`config.mk`:
```
export PLATFORM = sky130hd
export DESIGN_NAME = rnn_mem_arbiter
export DESIGN_NICKNAME = d
export VERILOG_FILES = /design/src/rtl/rnn_mem_arbiter.sv
export SDC_FILE = /design/constraint.sdc
export NUM_CORES = 1
export LEC_CHECK = 0
export BUFFER_PORTS_ARGS = -buffer_cell sky130_fd_sc_hd__buf_2
export CAP_MARGIN = 15
export CORE_MARGIN = 2
export CORE_UTILIZATION = 38
export CTS_BUF_LIST = sky130_fd_sc_hd__clkbuf_16
export CTS_CLUSTER_SIZE = 10
export DETAILED_ROUTE_END_ITERATION = 10
export GPL_ROUTABILITY_DRIVEN = 0
export GPL_TIMING_DRIVEN = 0
export PLACE_DENSITY = 0.86
export SLEW_MARGIN = 20
export SYNTH_ARGS = -nofsm -noshare
export SYNTH_HDL_FRONTEND = slang
export SYNTH_SLANG_ARGS = --single-unit
```
`constraint.sdc`:
```
create_clock -name clk -period 2.14 [get_ports clk]
set_clock_uncertainty 0.1 [all_clocks]
set_input_delay 0.428 -clock clk [delete_from_list [all_inputs] [get_ports clk]]
set_output_delay 0.428 -clock clk [all_outputs]
set_load 0.1 [all_outputs]
```
`src/rtl/rnn_mem_arbiter.sv`:
```
// Two-port arbiter for the single RNN memory port.
// Fixed priority to A, with burst locks and a B starvation guard.
module rnn_mem_arbiter #(
  parameter int MAX_WAIT = 15,
  parameter int CNT_W    = 4
) (
  input  logic        clk,
  input  logic        reset,
  input  logic        a_req,
  input  logic        a_lock,
  input  logic [2:0]  a_msel,
  input  logic [16:0] a_addr,
  input  logic [19:0] a_wdata,
  output logic        a_gnt,
  output logic        a_rvalid,
  output logic [19:0] a_rdata,
  input  logic        b_req,
  input  logic        b_lock,
  input  logic [2:0]  b_msel,
  input  logic [16:0] b_addr,
  input  logic [19:0] b_wdata,
  output logic        b_gnt,
  output logic        b_rvalid,
  output logic [19:0] b_rdata,
  output logic        mce,
  output logic [2:0]  msel,
  output logic [16:0] maddr,
  output logic [19:0] mdata_w,
  input  logic [19:0] mdata_r
);

  typedef enum logic [1:0] {
    ARB,
    LOCK_A,
    LOCK_B
  } state_t;

  state_t           state;
  state_t           state_nxt;
  logic [CNT_W-1:0] wait_cnt;
  logic             force_b;
  logic             tag_b;

  always_ff @(posedge clk) begin
    if (reset) state <= ARB;
    else       state <= state_nxt;
  end

  always_comb begin
    state_nxt = state;
    unique case (state)
      ARB: begin
        if (a_gnt && a_lock)      state_nxt = LOCK_A;
        else if (b_gnt && b_lock) state_nxt = LOCK_B;
      end
      LOCK_A:  if (!a_lock) state_nxt = ARB;
      LOCK_B:  if (!b_lock) state_nxt = ARB;
      default: state_nxt = ARB;
    endcase
  end

  assign force_b = b_req && (wait_cnt == CNT_W'(MAX_WAIT));

  always_comb begin
    a_gnt = 1'b0;
    b_gnt = 1'b0;
    if (!reset) begin
      unique case (state)
        ARB: begin
          a_gnt = a_req && !force_b;
          b_gnt = b_req && (!a_req || force_b);
        end
        LOCK_A:  a_gnt = a_req;
        LOCK_B:  b_gnt = b_req;
        default: ;
      endcase
    end
  end

  // Counts while locked too, so B is first in line once ARB resumes
  always_ff @(posedge clk) begin
    if (reset || b_gnt || !b_req)
      wait_cnt <= '0;
    else if (wait_cnt != CNT_W'(MAX_WAIT))
      wait_cnt <= wait_cnt + 1'b1;
  end

  always_ff @(posedge clk) begin
    if (reset) begin
      mce      <= 1'b0;
      msel     <= '0;
      maddr    <= '0;
      mdata_w  <= '0;
      tag_b    <= 1'b0;
      a_rvalid <= 1'b0;
      b_rvalid <= 1'b0;
    end else begin
      mce      <= a_gnt || b_gnt;
      tag_b    <= b_gnt;
      a_rvalid <= mce && !tag_b;
      b_rvalid <= mce && tag_b;
      if (b_gnt) begin
        msel    <= b_msel;
        maddr   <= b_addr;
        mdata_w <= b_wdata;
      end else if (a_gnt) begin
        msel    <= a_msel;
        maddr   <= a_addr;
        mdata_w <= a_wdata;
      end
    end
  end

  assign a_rdata = mdata_r;
  assign b_rdata = mdata_r;

endmodule

```
Word-level counts from Yosys, hierarchy flattened
Cells that the tools add are included.

word-level totals
  flip-flop bits (word level) = 50
  bits of input ports = 106
  output and inout port bits = 85
  word-level logic and storage cells = 50

operators by class
  $add $sub $neg = 1
  equality and inequality tests = 7
  mux-type cells = 15
  reductions and logical operators = 18

operator list
  kind                   count
  $mux W20               2
  $mux W17               2
  $mux W2                4
  $logic_and A1 B1 Y1    7
  $mux W3                2
  $pmux W2 S3            1
  $add A4 B1 Y4 const B  1
  $eq A4 B4 Y1 const B   1
  $logic_not A1 Y1       4
  $logic_or A1 B1 Y1     4
  $ne A2 B2 Y1 const B   2
  $ne A4 B4 Y1 const B   1
  $pmux W1 S2            2
  $ne A3 B3 Y1 const B   1
  $reduce_and A3 Y1      1
  $eq A2 B1 Y1 const B   1
  $eq A2 B2 Y1 const B   1
  $logic_not A2 Y1       1
  $mux W1                2
  $reduce_bool A2 Y1     1

Logic depth before layout (Yosys ltp)
  depth in word-level cells = 10
  mapped depth = 7
  gate-level depth less buffers = 5

Worst setup path before layout
No wires, ideal clock.

  path type = register -> output
  start = register wait_cnt[0]
  end = output b_gnt
  data arrival time = 1.545 ns
  required time = 1.612 ns
  path slack = 0.067 ns
  stages on the path, launching flop included = 5
  cells stage by stage = dfxtp_1 -> ha_1 -> nand3_4 -> a211oi_2 -> buf_2

on the way
  cells in the longest elaborated chain, start to end = 6

ends and longest elaborated chain
  what                      RTL line  RTL
  start: declaration        40        logic [CNT_W-1:0] wait_cnt;
  start signal: assignment  85        wait_cnt <= wait_cnt + 1'b1;
  $eq A4 B4 Y1              62        assign force_b = b_req && (wait_cnt == CNT_W'(MAX_WAIT));
  $logic_and A1 B1 Y1       62
  $logic_or A1 B1 Y1        71        b_gnt = b_req && (!a_req || force_b);
  $logic_and A1 B1 Y1       71
  $pmux W1 S2               68        unique case (state)
  $mux W1                   67        if (!reset) begin
  end: declaration          22        output logic b_gnt,

Every way passes these cells.

Worst setup path after layout
  start = register wait_cnt[1]
  end = output b_gnt

Same word-level chain as after synthesis.

==> impl_metrics.ini <==
[synthesis]
synth-simple-area-share_pct = 12.2
ys_async_sr_fraction_pct = 0
synth_flop_cell = dfxtp_1
synth_edf_count = 0
synth_top_family_by_area = compound AO/OA/AOI/OAI gates
ys_seq_area_share_pct = 46.0
synth.cell_area_sq_um = 2180
synthXorXnorAreaFrac_pct = 0.402
synth_compound_area_share_pct = 21.2
synth_top_area_cell = dfxtp_1
synth_seq_cells = 50
muxShareOfSynthArea_pct = 0.460
synthTopCellsByArea = dfxtp_1, a222oi_1, buf_4
synth_cell_types = 29
syn_inst = 220
syn_nets = 327
ys_warn_count = 0
synthAdderAreaFrac_pct = 0.574
synth_common_cells = dfxtp_1, nor2_1, a222oi_1, buf_4, clkbuf_1
syn_avg_cell_area_sq_um = 9.90
yosysMostFrequentCell = dfxtp_1
netlist.area_leader.share_pct = 46.0

[global_route]
grt_pass1_wl_microns = 10200
grt_pass1_vias = 2164
use_met3_pct = 5.09
grt_most_used_layer = met2
grt_overflow_total = 0
gr-usage-met1_pct = 22.5
grt_util_all_layers_pct = 20.5
use_met2_pct = 38.2
grt_max_degree = 16
antenna_found_initial = 0

[drt]
wl_microns = 6800
vias = 2439
wl_per_cell_microns = 14.3
ant_nets = 0
drtIter0Drc = 236
drc_errors = 0
drt-pass1-iter-count = 6
vias_per_cell = 5.13

[pwr]
power_uw = 3080
vdd_drop_max_mv = 0.383
p_leak_uw = 0.00177
p_per_area_nw_per_um2 = 905

[clock_tree]
cts_max_level = 2
cts_tree = built
clk_path_buf_depth = 2
clk_pin_slew_ns = 0.06
postCtsHoldBufs = 0
clk_latency_ns = 0.28
root_buffer = clkbuf_16
cts_buffers = 5
cts_sinks = 50

[critical_path]
cp-endpoint = b_gnt
worstSetupPathDepth = 5
path_cells = ha_4 > nand3_4 > a211oi_4 > buf_6 > buf_12
crit_path_start_kind = register
crit_arrival_ns = 1.55
r2r_cells = 7
endpoint_kind = output port
path_buf_inv = 2
r2r_end = maddr[4]
slowest_stage = dfxtp_4
regToRegStartpoint = wait_cnt[1]
crit_fanout = 6
critPathLaunch = wait_cnt[1]
crit_family = flip-flops
critical_path_class = register to output port
reg2reg_slack_ns = 0.36
required_ns = 1.61
max_stage_delay_ns = 0.38

[finish]
fin_util_pct = 61.9
syn2layout_area_growth_pct = 56.5
antenna-diode-count = 0
fin_nets = 509
fillCellCount = 512
multi_input_comb_area_sq_um = 778
drive_gt1_share_pct = 59.3
regArea_sq_um = 1010

[sta]
max_freq_mhz = 481
min_period_over_period_pct = 97.2
rsz0062_at_grt = false
tightest_slew_ns = 0.509
fin_ws_ns = 0.0590
hold_viol = 0
relSlewSlack_pct = 66.3
maxSlewViolCount = 0
final-setup-viol-count = 0
min_period_ns = 2.08

[status]
status = completed

[die]
start_util_pct = 39.6
fp.dieW_microns = 79.7
die_area_sq_um = 6350
core-area_sq_um = 5510
die_h_microns = 79.7
num_rows = 27
ios = 191

[place]
place_ws_ns = -0.331
io_buffers = 169
place_hpwl_microns = 5260

[worst_hold_path]
min_path_type = primary input to register

[flow_run]
maxCapViolCount = 0
## cell families after synthesis
| family | Yosys count |
|---|---|
| AO/OA/AOI/OAI | 48 |
| XOR/XNOR | 1 |
| adder cells (fa/ha/maj) | 1 |
| buffers and inverters | 60 |
| flip-flops | 50 |
| multiplexers | 1 |
| AND/OR/NAND/NOR | 59 |
## worst min path at each step
stage / startpoint / endpoint / cells after the start
after detailed placement: tag_b / a_rvalid / 1
after CTS: a_wdata[6] / mdata_w[6] / 3
after floorplan: tag_b / a_rvalid / 1
after global routing: b_lock / state[1] / 2
final: a_wdata[15] / mdata_w[15] / 3
after global placement: tag_b / a_rvalid / 1
## tightest hold or removal path: cells and delay by family
kind,cells,cell delay [ns]
AO/OA/AOI/OAI,1,0.07
buffers and inverters,1,0.08
AND/OR/NAND/NOR,1,0.08
## layer usage
layer / vias to the layer above / routed length (microns)
met5: - / 0
li1: 1157 / -
met1: 1123 / 2480
met4: 0 / 116
met2: 148 / 3480
met3: 11 / 726
## report_power, final
part	total (uW)	switching, uW	internal [uW]
combinational	1080	836	249
sequential	1010	29.1	983
clock	986	321	665
total	3080	1190	1900
## layout make-up
class,count,share of cell area [%]
inverters,2,0.220
well taps,72,2.64
flip-flops and latches,50,29.6
plain buffers,57,11.9
clock buffers,5,3.67
multi-input cells,110,22.8
repair buffers,176,27.2
clock inverters,3,1.87
## registers in the layout, summed over array words and instances (netlist names), 2 cells and up
register	cells
state	2
wait_cnt	4
maddr	17
mdata_w	20
msel	3
## placed cells by master (no fill, tap or decap)
| cell type | netlist | layout |
|---|---|---|
| inv_1 | 1 | 1 |
| nand3_1 | 2 | 2 |
| a211oi_1 | 2 | 2 |
| o21ai_1 | 1 | 1 |
| xnor2_1 | 1 | 1 |
| nand2b_1 | 1 | 1 |
| clkinv_1 | 0 | 1 |
| and3_1 | 1 | 1 |
| nor3_1 | 1 | 1 |
| bufinv_16 | 0 | 2 |
| clkbuf_16 | 0 | 5 |
| dfxtp_1 | 50 | 48 |
| a211oi_4 | 0 | 1 |
| a31oi_1 | 1 | 1 |
| mux2i_1 | 1 | 1 |
| nor2_1 | 46 | 46 |
| nor2b_1 | 1 | 1 |
| a222oi_1 | 40 | 40 |
| nor4b_1 | 2 | 2 |
| nor3b_1 | 1 | 1 |
| nand3_4 | 1 | 1 |
| buf_2 | 5 | 171 |
| nor2b_2 | 1 | 1 |
| dfxtp_4 | 0 | 2 |
| clkbuf_1 | 8 | 8 |
| buf_12 | 0 | 2 |
| a21oi_1 | 1 | 1 |
| nand2_1 | 2 | 2 |
| buf_6 | 5 | 5 |
| a21o_1 | 1 | 1 |
| o211a_1 | 1 | 1 |
| buf_4 | 40 | 47 |
| inv_2 | 1 | 1 |
| ha_4 | 0 | 1 |
## metrics by stage
stage               cell area, sq um  hold slack, ns  TNS (ns)  std cells
global route                    3410           0.305         0        475
CTS                             3390           0.293         0        472
floorplan                       2180           0.289         0        220
finish                          3410           0.300         0        475
global placement                3110           0.299    -0.316        461
detailed placement              3110           0.302    -0.373        461
## timing repair
action	4_1_cts	5_1_grt
gates resized for setup	16	1
pin swaps	1	2
buffers inserted	3	4
endpoints found under the setup margin	2	2
(Power assumes the default switching activity.)
